==> config.mk <==
export PLATFORM = sky130hd
export DESIGN_NAME = apb_master_if
export DESIGN_NICKNAME = d
export VERILOG_FILES = /design/src/rtl/apb_master_if.sv
export SDC_FILE = /design/constraint.sdc
export NUM_CORES = 1
export LEC_CHECK = 0
export BUFFER_PORTS_ARGS = -buffer_cell sky130_fd_sc_hd__buf_4
export CAP_MARGIN = 20
export CORE_ASPECT_RATIO = 0.6
export CORE_MARGIN = 2
export CORE_UTILIZATION = 45
export DETAILED_ROUTE_END_ITERATION = 16
export PLACE_DENSITY = 0.85
export SYNTH_ARGS = -nofsm -noshare
export SYNTH_HDL_FRONTEND = slang
export SYNTH_SLANG_ARGS = --single-unit
==> constraint.sdc <==
create_clock -name PCLK -period 2.25 [get_ports PCLK]
set_input_delay 0.1125 -clock PCLK [delete_from_list [all_inputs] [get_ports PCLK]]
set_output_delay 0.1125 -clock PCLK [all_outputs]
set_load 0.02 [all_outputs]
==> src/rtl/apb_master_if.sv <==
// rtl/apb_master_if.sv - APB initiator bridging a cmd/rsp handshake onto the PCLK bus.
// Optional ACCESS-phase timeout is built when APB_MASTER_TIMEOUT_EN is defined.
module apb_master_if #(
    parameter int ADDRESSWIDTH   = 4,
    parameter int DATAWIDTH      = 8,
    parameter int TIMEOUT_CYCLES = 16
) (
    input  logic                    PCLK,
    input  logic                    PRESETn,
    input  logic                    cmd_valid,
    output logic                    cmd_ready,
    input  logic                    cmd_write,
    input  logic [ADDRESSWIDTH-1:0] cmd_addr,
    input  logic [DATAWIDTH-1:0]    cmd_wdata,
    output logic                    rsp_valid,
    output logic [DATAWIDTH-1:0]    rsp_rdata,
    output logic                    rsp_error,
    output logic                    busy,
    output logic [ADDRESSWIDTH-1:0] PADDR,
    output logic [DATAWIDTH-1:0]    PWDATA,
    output logic                    PWRITE,
    output logic                    PSELx,
    output logic                    PENABLE,
    input  logic [DATAWIDTH-1:0]    PRDATA,
    input  logic                    PREADY
);

    typedef enum logic [1:0] {
        IDLE   = 2'b00,
        SETUP  = 2'b01,
        ACCESS = 2'b10
    } state_t;

    state_t state, state_nxt;
    logic   accept;
    logic   complete;
    logic   abort;

    assign cmd_ready = PRESETn & ((state == IDLE) | ((state == ACCESS) & PREADY));
    assign accept    = cmd_valid & cmd_ready;
    assign complete  = (state == ACCESS) & PREADY;

    assign PSELx   = (state == SETUP) | (state == ACCESS);
    assign PENABLE = (state == ACCESS);
    assign busy    = PSELx;

`ifdef APB_MASTER_TIMEOUT_EN
    localparam int CW = $clog2(TIMEOUT_CYCLES + 1);

    logic [CW-1:0] wait_cnt;
    logic          rsp_error_q;

    // Abort on the edge that would make the count reach the limit, so ACCESS
    // lasts exactly TIMEOUT_CYCLES cycles when PREADY never rises.
    assign abort     = (state == ACCESS) & ~PREADY & (wait_cnt == CW'(TIMEOUT_CYCLES - 1));
    assign rsp_error = rsp_error_q;

    always_ff @(posedge PCLK or negedge PRESETn) begin
        if (!PRESETn) begin
            wait_cnt    <= '0;
            rsp_error_q <= 1'b0;
        end else begin
            rsp_error_q <= abort;
            if (state != ACCESS)
                wait_cnt <= '0;
            else if (!PREADY)
                wait_cnt <= wait_cnt + 1'b1;
        end
    end
`else
    assign abort = 1'b0;
    // TIMEOUT_CYCLES only shapes the timeout build; here the flag is tied low.
    assign rsp_error = (TIMEOUT_CYCLES < 0);
`endif

    always_ff @(posedge PCLK or negedge PRESETn) begin
        if (!PRESETn)
            state <= IDLE;
        else
            state <= state_nxt;
    end

    always_comb begin
        state_nxt = state;
        case (state)
            IDLE: begin
                if (accept)
                    state_nxt = SETUP;
            end
            SETUP: begin
                state_nxt = ACCESS;
            end
            ACCESS: begin
                if (complete)
                    state_nxt = accept ? SETUP : IDLE;
                else if (abort)
                    state_nxt = IDLE;
            end
            default: begin
                state_nxt = IDLE;
            end
        endcase
    end

    always_ff @(posedge PCLK or negedge PRESETn) begin
        if (!PRESETn) begin
            PADDR     <= '0;
            PWDATA    <= '0;
            PWRITE    <= 1'b0;
            rsp_valid <= 1'b0;
            rsp_rdata <= '0;
        end else begin
            rsp_valid <= complete | abort;
            if (complete)
                rsp_rdata <= PWRITE ? '0 : PRDATA;
            else if (abort)
                rsp_rdata <= '0;
            // A completion edge may also accept the next command (ACCESS->SETUP).
            if (accept) begin
                PADDR  <= cmd_addr;
                PWRITE <= cmd_write;
                PWDATA <= cmd_write ? cmd_wdata : '0;
            end else if (complete | abort) begin
                PWDATA <= '0;
            end
        end
    end

endmodule

==> impl_results.md <==
* CP arrival at 1.96 ns
* DRC Markers at 0
* Largest net degree at the start of global routing at 29
* Synth top area share at roughly 55%
* Clock skew at 0.00494 ns
* Register area share after synthesis at between 50% and 60%
* Area Overhead vs Synth at 43.5%
* Antenna Nets Post-Route at 0
* ANT cells at 0
* Detailed-route via count at 842
* Data required, critical path at 2.45 ns
* Clk root buf: clkbuf_8
* GP Congestion at 0.669
* Hold crit path type: in -> reg
* Final Cycle Share at 78.2%
* Iter 0 DRT Violations at 56
* Num ports at 52
* FF+latch count, synth at 24
* Worst hold slack at 0.0613 ns
* Post-CTS Resized at 0
* Worst setup SP type: flop
* Global-route wire length before repair at 3.71 mm
* Status: completed
* Die Wd at just under 70 um
* Die area at 0.00284 mm^2
* FMAX at 568 MHz
* Synth area leaders: dfrtp_1 (55%), mux2_4 (6.9%), a22o_1 (6.4%)
* Drt pass-1 iters at 4
* Setup TNS at 0 ns
* Via-to-Cell Ratio at 4.92
* # clock sinks at 24
* Hold Fails Final Rpt at 0
* Initial antenna violation count at 0
* Vias in the first global route at slightly below 800
* Mapped Cells at 89
* Routed WL per cell at between 10 and 15 um
* Max_cap viols at 0
* Max FO, Critical Path at 17
* Clock-pin slew on the worst setup and hold paths at approximately 0.090 ns
* EDFF count, synth at 0
* Register-to-Register Path Depth at 6
* Ys flop type: dfrtp_1
* RR Endpoint: PWDATA[6]
* Hold-fix buffers at CTS at 1
* Synth warn at 0
* Setup repair after global routing missed its margin: false
* Area leader, netlist: dfrtp_1
* Final setup vio count at 0
* Syn_nets at 118
* Starting Density at 48.9%
* Fin. max-slew vios at 0
* Cell variety after synth at 25
* GRT Overall Usage at 17.2%
* Most frequent cells after synthesis: dfrtp_1 (24), a22o_1 (8), nand2_1 (8), nand2b_1 (8), o21ai_1 (8)
* R2R setup slack at 0.49 ns
* Hpwl dp at 1.85 mm
* Clock buffer depth at 2
* R2r startpoint: state[0]
* Critical path endpoint category: flop
* Total CTS buffers at 3
* VDD IR max at about 660 uV
* CTS tree: yes
* Skew-Pair Late Insertion Delay at 0.26 ns
* Core area at around 0.0022 mm^2
* Post-synth design cell area at 0.00109 mm^2
* Post-synth ARST share at 100%
* End of the critical path: PWDATA[6]
* Leakage at 0.813 nW
* Crit Path Class: reg -> reg
* Top-count cell post-synth: dfrtp_1
* Final min period at 1.76 ns
* CP startpoint: state[0]
* Avg Cell Area, Syn at 12.2 um^2
* Grt ovf at 0
* H-tree depth at 1
* FP Rows at 13
* Postcts setup bufs at 0
* Port Buffer Count at 50
* Routed wire length at around 2.4 mm
* Net count, final at 171
* Pwr per Cell Area at 1390 mW/mm^2
* Die Span Y at 42.1 um
* Ratio of cells with drive above 1 in the final layout at 46.8%
-- registers in the layout, summed over array words and instances, names as in the netlist --
name,flops
PADDR,4
rsp_valid,1
PWRITE,1
PWDATA,8
state,2
rsp_rdata,8
-- cell families (layout without fill, tap and decap cells) --
kind of cell	Yosys count	in the layout	synth area share, %
fa+ha+maj	4	4	4.59
mux	7	7	8.84
other cells	1	1	0.344
buf+inv	7	59	3.21
flops	24	24	55.1
compound gates	21	21	13.4
simple gates	25	25	14.5
-- metal layers --
layer | routed length, um | vias up | track usage, %
met2 | 1040 | 45 | 27.5
met1 | 1070 | 390 | 23.4
met4 | 0 | 0 | 0
met3 | 251 | 0 | 6.99
li1 | - | 407 | -
met5 | 0 | - | 0
-- cell type report --
| class | count | area (um^2) |
|---|---|---|
| multi-input cells | 58 | 454 |
| clock buffers | 3 | 41.3 |
| well taps | 30 | 37.5 |
| clock inverters | 1 | 30.0 |
| repair buffers | 51 | 385 |
| inverters | 4 | 15.0 |
| fillers | 174 | 664 |
| flip-flops and latches | 24 | 601 |
-- through the flow --
step	power (W)	util (%)	worst slack, ns	instances	area [um^2]
CTS	0.00220	70.2	0.498	171	1560
global route	0.00231	70.2	0.390	171	1560
global placement	0.00178	66.5	0.611	166	1480
floorplan	0.00138	-	0.604	89	1090
finish	0.00218	70.2	0.490	171	1560
detailed placement	0.00182	66.5	0.533	166	1480
-- report_power, final --
group / leakage, nW / switching [W] / internal [W]
combinational: 0.468 / 0.000555 / 0.000503
clock: 0.0357 / 0.000137 / 0.000238
sequential: 0.309 / 0.000130 / 0.000613
-- layout by cell type (no fill, tap or decap), types with 3 or more instances in the layout --
master,instances
a22o_1,8
buf_4,50
clkbuf_8,3
dfrtp_1,24
ha_1,4
inv_1,3
mux2_4,5
nand2_1,8
nand2b_1,8
o21ai_1,8
-- critical path, cell delays in order (launching register included) --
cell and delay (ns):
dfrtp_1 0.41, inv_1 0.08, ha_1 0.29, nand2_2 0.27, inv_2 0.07, a31oi_2 0.36
a22o_1 0.22
-- worst min path at each step --
stage | startpoint | end | slack [ns] | depth (start not counted)
floorplan | PRESETn | PADDR[0] | -0.18 | 0
global placement | PRESETn | rsp_rdata[0] | 0.04 | 1
finish | cmd_wdata[0] | PWDATA[0] | 0.06 | 2
detailed placement | PRESETn | rsp_rdata[3] | 0.04 | 1
global route | cmd_wdata[5] | PWDATA[5] | 0.05 | 2
CTS | cmd_wdata[7] | PWDATA[7] | 0.06 | 2
Note: power is estimated with default switching activity, not from simulation.
